## config.mk

```make
export PLATFORM = sky130hd
export DESIGN_NAME = spmm_pass_ctrl
export DESIGN_NICKNAME = d
export VERILOG_FILES = /design/src/rtl/spmm_pass_ctrl.sv
export SDC_FILE = /design/constraint.sdc
export NUM_CORES = 1
export LEC_CHECK = 0
export CORE_MARGIN = 2
export CORE_UTILIZATION = 45
export DETAILED_ROUTE_END_ITERATION = 6
export GPL_TIMING_DRIVEN = 0
export MAX_ROUTING_LAYER = met4
export PLACE_DENSITY = 0.77
export SLEW_MARGIN = 20
export SYNTH_ARGS = -nofsm -noshare
export SYNTH_HDL_FRONTEND = slang
export SYNTH_SLANG_ARGS = --single-unit
```

## constraint.sdc

```tcl
create_clock -name clk -period 1.67 [get_ports clk]
set_clock_uncertainty 0.05 [all_clocks]
set_input_delay 0.167 -clock clk [delete_from_list [all_inputs] [get_ports clk]]
set_output_delay 0.167 -clock clk [all_outputs]
set_load 0.02 [all_outputs]
```

## src/rtl/spmm_pass_ctrl.sv

```systemverilog
// Pass sequencer for the sparse-input x dense-weight datapath: loads one weight
// column pair, streams the nonzero list through a 1-deep skid, repeats per pair.
module spmm_pass_ctrl #(
  parameter int DATA_BITS = 16,
  parameter int NNZ_BITS  = 10,
  parameter int W_ROWS    = 32,
  parameter int W_COLS    = 8,
  parameter int ROW_BITS  = 7,
  parameter int COL_BITS  = 5,
  parameter int WCOL_BITS = 3
) (
  input  logic                   clk,
  input  logic                   rst,
  input  logic                   i_start,
  input  logic [NNZ_BITS-1:0]    i_nnz_cnt,
  output logic                   o_in_ren,
  output logic [NNZ_BITS-1:0]    o_in_addr,
  input  logic [DATA_BITS-1:0]   i_in_data,
  input  logic [ROW_BITS-1:0]    i_in_row,
  input  logic [COL_BITS-1:0]    i_in_col,
  output logic                   o_w_ren,
  output logic [WCOL_BITS+4:0]   o_w_addr,
  input  logic [DATA_BITS-1:0]   i_w_data,
  output logic                   o_w_valid,
  output logic [DATA_BITS-1:0]   o_w_data,
  output logic [WCOL_BITS-1:0]   o_w_col_idx,
  output logic                   o_rdy,
  output logic [DATA_BITS-1:0]   o_data,
  output logic [ROW_BITS-1:0]    o_row_ptr,
  output logic [COL_BITS-1:0]    o_col_idx,
  input  logic                   i_sched_busy,
  output logic                   o_done,
  output logic                   o_busy,
  output logic                   o_finish
);

  localparam int PAIR_BITS = WCOL_BITS - 1;
  localparam int WCNT_BITS = 6;
  localparam logic [PAIR_BITS-1:0] LAST_PAIR = PAIR_BITS'(W_COLS / 2 - 1);
  localparam logic [WCNT_BITS-1:0] LAST_BEAT = WCNT_BITS'(2 * W_ROWS - 1);

  typedef enum logic [2:0] {
    S_IDLE, S_WLOAD, S_STREAM, S_DRAIN, S_NEXT, S_FINISH
  } state_t;

  state_t state, state_nxt;

  logic [NNZ_BITS-1:0]  nnz;
  logic [NNZ_BITS-1:0]  rd_cnt;
  logic [NNZ_BITS-1:0]  acc_cnt;
  logic [PAIR_BITS-1:0] pair;
  logic [WCNT_BITS-1:0] wcnt;
  logic [WCOL_BITS-1:0] w_col;

  logic                 skid_vld_p1;
  logic [DATA_BITS-1:0] skid_data_p1;
  logic [ROW_BITS-1:0]  skid_row_p1;
  logic [COL_BITS-1:0]  skid_col_p1;

  logic in_ren;
  logic accept;
  logic last_acc;

  always_comb begin
    w_col    = {pair, wcnt[WCNT_BITS-1]};
    accept   = o_rdy && !i_sched_busy;
    last_acc = accept && (acc_cnt == nnz - NNZ_BITS'(1));
    in_ren   = (state == S_STREAM) && !skid_vld_p1 && (rd_cnt != nnz) && !i_sched_busy;
  end

  always_comb begin
    state_nxt = state;
    case (state)
      S_IDLE:   if (i_start) state_nxt = S_WLOAD;
      S_WLOAD:  if (wcnt == LAST_BEAT) state_nxt = (nnz == '0) ? S_DRAIN : S_STREAM;
      S_STREAM: if (last_acc) state_nxt = S_DRAIN;
      S_DRAIN:  if (!i_sched_busy) state_nxt = S_NEXT;
      S_NEXT:   state_nxt = (pair == LAST_PAIR) ? S_FINISH : S_WLOAD;
      S_FINISH: state_nxt = S_IDLE;
      default:  state_nxt = S_IDLE;
    endcase
  end

  always_comb begin
    o_in_ren  = in_ren;
    o_in_addr = in_ren ? rd_cnt : '0;
    o_w_ren   = (state == S_WLOAD);
    o_w_addr  = o_w_ren ? {w_col, wcnt[4:0]} : '0;
    o_done    = (state == S_DRAIN) && !i_sched_busy;
    o_finish  = (state == S_FINISH);
    o_busy    = (state != S_IDLE);
  end

  // control: state, pass bookkeeping and address counters
  always_ff @(posedge clk or negedge rst) begin
    if (!rst) begin
      state   <= S_IDLE;
      nnz     <= '0;
      pair    <= '0;
      wcnt    <= '0;
      rd_cnt  <= '0;
      acc_cnt <= '0;
    end else begin
      state <= state_nxt;
      if (state == S_IDLE && i_start) begin
        nnz  <= i_nnz_cnt;
        pair <= '0;
      end
      if (state == S_NEXT) pair <= pair + PAIR_BITS'(1);
      wcnt <= (state == S_WLOAD) ? wcnt + WCNT_BITS'(1) : '0;
      if (state == S_WLOAD) begin
        rd_cnt  <= '0;
        acc_cnt <= '0;
      end else begin
        if (in_ren) rd_cnt  <= rd_cnt + NNZ_BITS'(1);
        if (accept) acc_cnt <= acc_cnt + NNZ_BITS'(1);
      end
    end
  end

  // stage p1: weight word registered one cycle after its read
  always_ff @(posedge clk or negedge rst) begin
    if (!rst) begin
      o_w_valid   <= 1'b0;
      o_w_data    <= '0;
      o_w_col_idx <= '0;
    end else begin
      o_w_valid <= o_w_ren;
      if (o_w_ren) begin
        o_w_data    <= i_w_data;
        o_w_col_idx <= w_col;
      end
    end
  end

  // stage p1: entry output register with skid behind it
  always_ff @(posedge clk or negedge rst) begin
    if (!rst) begin
      o_rdy        <= 1'b0;
      o_data       <= '0;
      o_row_ptr    <= '0;
      o_col_idx    <= '0;
      skid_vld_p1  <= 1'b0;
      skid_data_p1 <= '0;
      skid_row_p1  <= '0;
      skid_col_p1  <= '0;
    end else if (state != S_STREAM) begin
      o_rdy       <= 1'b0;
      skid_vld_p1 <= 1'b0;
    end else if (in_ren) begin
      if (!o_rdy || accept) begin
        o_rdy     <= 1'b1;
        o_data    <= i_in_data;
        o_row_ptr <= i_in_row;
        o_col_idx <= i_in_col;
      end else begin
        skid_vld_p1  <= 1'b1;
        skid_data_p1 <= i_in_data;
        skid_row_p1  <= i_in_row;
        skid_col_p1  <= i_in_col;
      end
    end else if (accept) begin
      if (skid_vld_p1) begin
        o_data      <= skid_data_p1;
        o_row_ptr   <= skid_row_p1;
        o_col_idx   <= skid_col_p1;
        skid_vld_p1 <= 1'b0;
      end else begin
        o_rdy <= 1'b0;
      end
    end
  end

endmodule

```

### Word-level counts from Yosys, hierarchy flattened

Index checks and enable logic that the tools add are counted.

* add/subtract/negate cells: 5
* $mul: 0
* div/mod/pow operators: 0
* $lt $le $gt $ge: 0
* equality and inequality tests: 18
* shift operators: 0
* muxes and demuxes: 37
* bitwise logic cells: 2
* reductions and logical operators: 25

Operator list (count)
* 2-to-1 mux 16 bit: 4
* 2-to-1 mux 10 bit: 5
* 2-to-1 mux 7 bit: 4
* adder 10 x 1 -> 10 bit, second input constant: 2
* 2-to-1 mux 5 bit: 4
* 2-to-1 mux 3 bit: 5
* case mux 3 bit (5 select lines): 1
* equality test 10 bit: 1
* logical NOT 10 bit: 1
* 2-to-1 mux 1 bit: 10
* inequality test 10 bit: 1
* nonzero test 2 bit: 5
* subtractor 10 x 1 -> 10 bit, second input constant: 1
* 2-to-1 mux 8 bit: 1
* AND reduction 4 bit: 2
* logical AND 1 bit: 7
* adder 6 x 1 -> 6 bit, second input constant: 1
* equality test 3 x 2 -> 1 bit, second input constant: 2
* equality test 3 bit, second input constant: 2
* equality test 6 bit, second input constant: 1
* 2-to-1 mux 6 bit: 1
* inequality test 2 bit, second input constant: 3
* inequality test 3 x 1 -> 1 bit, second input constant: 2
* AND reduction 3 bit: 2
* other kinds (13): 19

* flip-flop bits (word level): 119
* latch bits: 0
* memory bits (writable): 0
* bits in read-only memories: 0
* bits of input ports: 58
* logic and storage cells: 104
* memories: 0

### Logic depth before layout (Yosys ltp)

* depth in word-level cells: 6
* mapped depth: 9
* gate-level depth less buffers: 8

### Worst setup path after synthesis

Ideal clock, no wire load.

* kind: reg-to-reg
* start point: reg state[0]
* end point: reg nnz[5]
* setup time: 125 ps
* data arrival time: 1796 ps
* required time: 1495 ps
* setup slack: -301 ps
* cell stages (with the launch flop): 6
* period minus slack after synthesis: 1971 ps
* path through: dfrtp_1 clkbuf_1 or3_1 nor2_1 buf_2 mux2_2

* cells in the longest elaborated chain, start to end: 2

Ends and longest elaborated chain
* start, declared: RTL line 46 `state_t state, state_nxt;`
* start signal, assigned: RTL line 104 `state <= state_nxt;`
* logical NOT 3 bit: RTL line 105 `if (state == S_IDLE && i_start) begin`
* logical AND 1 bit: RTL line 105
* end signal, assigned: RTL line 106 `nnz <= i_nnz_cnt;`
* end, declared: RTL line 48 `logic [NNZ_BITS-1:0] nnz;`

No other way between the ends.
A chain may end at the register's enable or synchronous reset.

### Worst setup path in the final report

* start point: reg nnz[9]
* end point: out o_in_addr[9]

* cells in the longest elaborated chain, start to end: 4

Ends and longest elaborated chain
* inequality test 10 bit: RTL line 68 `in_ren = (state == S_STREAM) && !skid_vld_p1 && (rd_cnt != nnz) && !i_sched_busy;`
* logical AND 1 bit (2 in series): RTL line 68
* 2-to-1 mux 10 bit: RTL line 86 `o_in_addr = in_ren ? rd_cnt : '0;`
* end, declared: RTL line 17 `output logic [NNZ_BITS-1:0] o_in_addr,`

No other way between the ends.

==> results summary <==
The tree is rooted in a sky130_fd_sc_hd__clkbuf_16. The y dimension of the die came out at around 110 um. The worst register-to-register path has a depth of 10. The clock sink total came out at 119. Across the VDD grid, the largest voltage drop is about 1.1 mV. The initial antenna violation count is 0. The cell that appears most often on the critical path is sky130_fd_sc_hd__buf_6. The number of input and output port buffers inserted came out at 129.

For this design the total switching power over the nets is approximately 3.6 mW. The width of the die is ~110 um. The max-capacitance violation count is 0. The worst setup path is of the reg -> out kind. The largest single stage delay on the critical path is roughly 430 ps. The setup slack after placement is -986.7 ps.

The region available for standard cell placement spans 0.01147 mm2. The portion of the post-synthesis area used by sequential elements is 56.12%. The row count came out at 39. The mapped cell area is approximately 0.0053 mm2. TritonCTS built the clock tree.

The final reports fail on setup timing. The total clock buffers created by CTS came out at 17. In the global route stage, met2 resource usage came out at 38.48%.

The number of detailed-route iterations in the first pass came out at 4. After synthesis, the cell types taking the most area are sky130_fd_sc_hd__dfrtp_1 56%, sky130_fd_sc_hd__nand2_1 5.9%, sky130_fd_sc_hd__xor2_1 5.3%, sky130_fd_sc_hd__nor2_1 4.2%, sky130_fd_sc_hd__mux2i_1 3.8%. The floorplan die area came out at between 0.01 and 0.015 mm2. The total number of nets in the final design is 796. Setup repair after global routing could not meet its margin everywhere.

Synthesis produced a netlist whose cell count is 530. The leakage power came out at approximately 4.3 nW. Combinational cells account for 33.0% of the total power.

The worst register-to-register path has a setup slack of -410 ps. The worst setup path is launched from a register. The number of warning messages in the yosys log came out at 0. The largest individual stage delay along the critical path comes from the cell sky130_fd_sc_hd__dfrtp_2. The final global-route overflow total is 0. The sequential cell area is approximately 0.003 mm2. In this run the worst setup path begins at nnz[9]. The half-perimeter wire length of the detailed placement result came out at just under 9000 um. The total wire length after detailed routing is 15030 um.

At the pin with the least slew margin, the transition time is about 430 ps. The met1 capacity usage during global routing is between 20% and 30%. The total count of max-transition violations in the final report came out at 0. Dividing the detail-routed wire length by the instance count gives 16.92 um. A synthesized cell averages 10.01 um2. Global routing consumed, on the met3 layer, ~7.3% of the routing resources. In the routed layout, each cell is associated on average with a via count of around 5.1.

The worst setup path is captured at an output pin. The number of hold-slack violations in the final timing report is 0. The startpoint of the most critical register-to-register path is nnz[9]. The count of H-tree levels built during CTS came out at 4. Of the cells placed in the final design, the portion with a size suffix greater than 1 is 32.21%. In this run the worst hold path is classified as in -> async. The maximum fanout along the worst path came out at 5. During I/O placement, the number of pins put on the boundary was 130. The post-route clock period utilization came out at 142.2%. The total vias in the final route came out at about 4600. The switching power share of the total came out at between 30% and 40%.

The filler cell count in the final layout came out at approximately 700. The count of routing violations after the opening detailed-route iteration came out at approximately 260. Based on the critical path, the design can be clocked at up to ~0.42 GHz.

The share of total power dissipated in the clock network is 34.6%. Walking the worst path, the cells encountered are xor2_1 > nor4_2 > a31oi_4 > buf_6 > clkbuf_16 > and2_4 > buf_6. The worst slew slack as a fraction of its limit came out at just over 70%. The number of buffers on the longest clock path is 2. The number of antenna-violating nets in the routed design came out at 0. The maximum number of pins on one net before global-route repair came out at between 70 and 80. Cells fill about three quarters of the core in the end. The data required time at the worst endpoint is 1450 ps. The total inserted antenna cells is 0. The data arrival at the endpoint of the critical path came out at around 2200 ps.

The number of remaining DRC errors came out at 0. The later-pin clock latency in the skew report is 420 ps. The effective utilization at floorplan is ~46%. The design internal power came out at approximately 7.8 mW.

The final critical delay including setup and external delays is 2374 ps. The setup slack after layout came out at -703.9 ps. The run finished, with violations left. Dividing total power by cell area gives a power density of approximately 1300 mW/mm2. The count of distinct cell types in the synthesized netlist is 43. When the netlist entered floorplanning its net count stood at 594. The last weighted congestion value of the routability-driven placer is between 0.8 and 0.9. The endpoint identified for the worst register-to-register timing path is o_data[11]. The signed area change from the synthesized netlist to the final layout came out at 63.95%. Sequential cells burn between 30% and 40% of the power. After global routing, the most crowded layer is met2.

The total track usage is between 20% and 30%. The proportion of netlist area held by the largest area contributor is between 50 and 60%. The final number of setup-violating endpoints came out at ~70. The number of global-route vias before repair came out at about 4700. The flop and latch count out of synthesis is about 120. Summed over all instances, the cell type with the most area after synthesis is sky130_fd_sc_hd__dfrtp_1. The clock-pin slew on the worst setup and hold paths is around 50 ps. In the final layout, the multi-input gates occupy 0.002526 mm2. The first global-routing pass estimated between 20000 and 25000 um of wire.
[critical path: cells and delay by family (launching register included)]
| kind | cells | cell delay, ps |
|---|---|---|
| simple gates | 2 | 550 |
| compound gates | 1 | 160 |
| buf+inv | 3 | 430 |
| flops | 1 | 430 |
| xor+xnor | 1 | 180 |
[per-layer routing]
metal	wire, um	share of wire [%]
met1	6163	41
met2	7806	52
met3	805	5.4
met4	254	1.7
met5	0	0
[Yosys cell counts (all sizes together)]
cell type	count
nand3b	3
nand4	6
nor2b	2
a211o	1
inv	5
a21o	5
mux2	7
and3	8
xor2	32
a31oi	2
a21boi	1
o21ai	26
o211ai	2
xnor2	12
nand2	84
a32o	1
mux2i	20
nor3	1
nor3b	2
o22ai	10
clkinv	1
a41oi	1
a21oi	1
and4	1
clkbuf	47
nor2	60
a22oi	1
nor4	3
and2	22
nand2b	3
nand3	16
or3	4
o41ai	1
a41o	1
dfrtp	119
nor4b	1
a2111oi	2
buf	9
ha	6
o31ai	1
[metrics by stage]
step | cell area, um2 | TNS, ps | std cells | hold WS, ps | total power, mW
after floorplan | 5396 | -1654 | 530 | -178.6 | 5.264
after global placement | 6867 | -523900 | 802 | 389.8 | 6.309
after detailed placement | 6895 | -42530 | 803 | 66.89 | 6.419
after CTS | 8209 | -17850 | 866 | 191.3 | 10.99
after global routing | 8700 | -24960 | 888 | 211.0 | 11.98
final | 8700 | -20890 | 888 | 199.1 | 11.43
[power by group through the flow]
stage          logic [mW]  clock network (mW)  registers (mW)
4_1_cts              3.29                4.02            3.68
3_5_place_dp         2.68                   0            3.74
2_1_floorplan        1.39                   0            3.88
3_3_place_gp         2.59                   0            3.72
6_report             3.77                3.96            3.70
5_1_grt              4.05                4.17            3.75
[worst max-delay path by stage]
stage | endpoint | slack, ps
detailed placement | o_w_addr[2] | -990
CTS | o_in_addr[9] | -660
global placement | nnz[2] | -4500
finish | o_in_addr[9] | -700
floorplan | o_in_addr[6] | -100
global route | o_in_addr[3] | -770
[state kept, by name, summed over array words and instances (netlist names)]
name,cells
acc_cnt,10
o_data,16
o_rdy,1
skid_row_p1,7
skid_vld_p1,1
o_w_valid,1
nnz,10
o_w_data,16
skid_data_p1,16
o_w_col_idx,3
o_row_ptr,7
pair,2
skid_col_p1,5
rd_cnt,10
wcnt,6
state,3
o_col_idx,5
[cells in the final DEF (no fill, tap or decap), types with 6 or more instances in the layout]
| master | count |
|---|---|
| sky130_fd_sc_hd__mux2_4 | 7 |
| sky130_fd_sc_hd__buf_8 | 7 |
| sky130_fd_sc_hd__nand2_4 | 6 |
| sky130_fd_sc_hd__and3_1 | 8 |
| sky130_fd_sc_hd__dfrtp_2 | 15 |
| sky130_fd_sc_hd__buf_6 | 52 |
| sky130_fd_sc_hd__xnor2_1 | 9 |
| sky130_fd_sc_hd__nand2_2 | 9 |
| sky130_fd_sc_hd__and2_4 | 21 |
| sky130_fd_sc_hd__dfrtp_1 | 104 |
| sky130_fd_sc_hd__nand4_1 | 6 |
| sky130_fd_sc_hd__clkbuf_16 | 21 |
| sky130_fd_sc_hd__nor2_1 | 53 |
| sky130_fd_sc_hd__nand3_1 | 12 |
| sky130_fd_sc_hd__xor2_1 | 32 |
| sky130_fd_sc_hd__buf_4 | 28 |
| sky130_fd_sc_hd__nand2_1 | 69 |
| sky130_fd_sc_hd__o21ai_2 | 15 |
| sky130_fd_sc_hd__nor2_2 | 6 |
| sky130_fd_sc_hd__clkbuf_1 | 33 |
| sky130_fd_sc_hd__mux2i_1 | 19 |
| sky130_fd_sc_hd__clkdlybuf4s50_1 | 100 |
| sky130_fd_sc_hd__o22ai_1 | 10 |
[logic make-up (layout without fill, tap and decap cells)]
kind of cell / after synthesis / in the layout / synth area share, %
compound gates: 56 / 56 / 6.697
xor+xnor: 44 / 44 / 7.262
fa+ha+maj: 6 / 6 / 1.415
buf+inv: 62 / 276 / 4.574
flops: 119 / 119 / 56.12
mux: 27 / 27 / 5.258
simple gates: 216 / 217 / 18.68
[layout make-up]
cell class	count	share of cell area, %
repair buffers	189	22.68
flip-flops and latches	119	34.45
inverters	6	0.4027
clock buffers	21	5.523
well taps	143	2.057
plain buffers	49	3.926
multi-input cells	350	29.04
clock inverters	11	1.927
[what timing repair did]
item / CTS / global route
gates resized for setup: 251 / 98
gates cloned: 2 / 3
setup endpoints to repair: 103 / 77
endpoints found under the hold margin: 42 / 0
setup buffers: 33 / 23
hold buffers: 1 / 0
pin swaps: 27 / 32
Note: power is estimated with default switching activity, not from simulation.
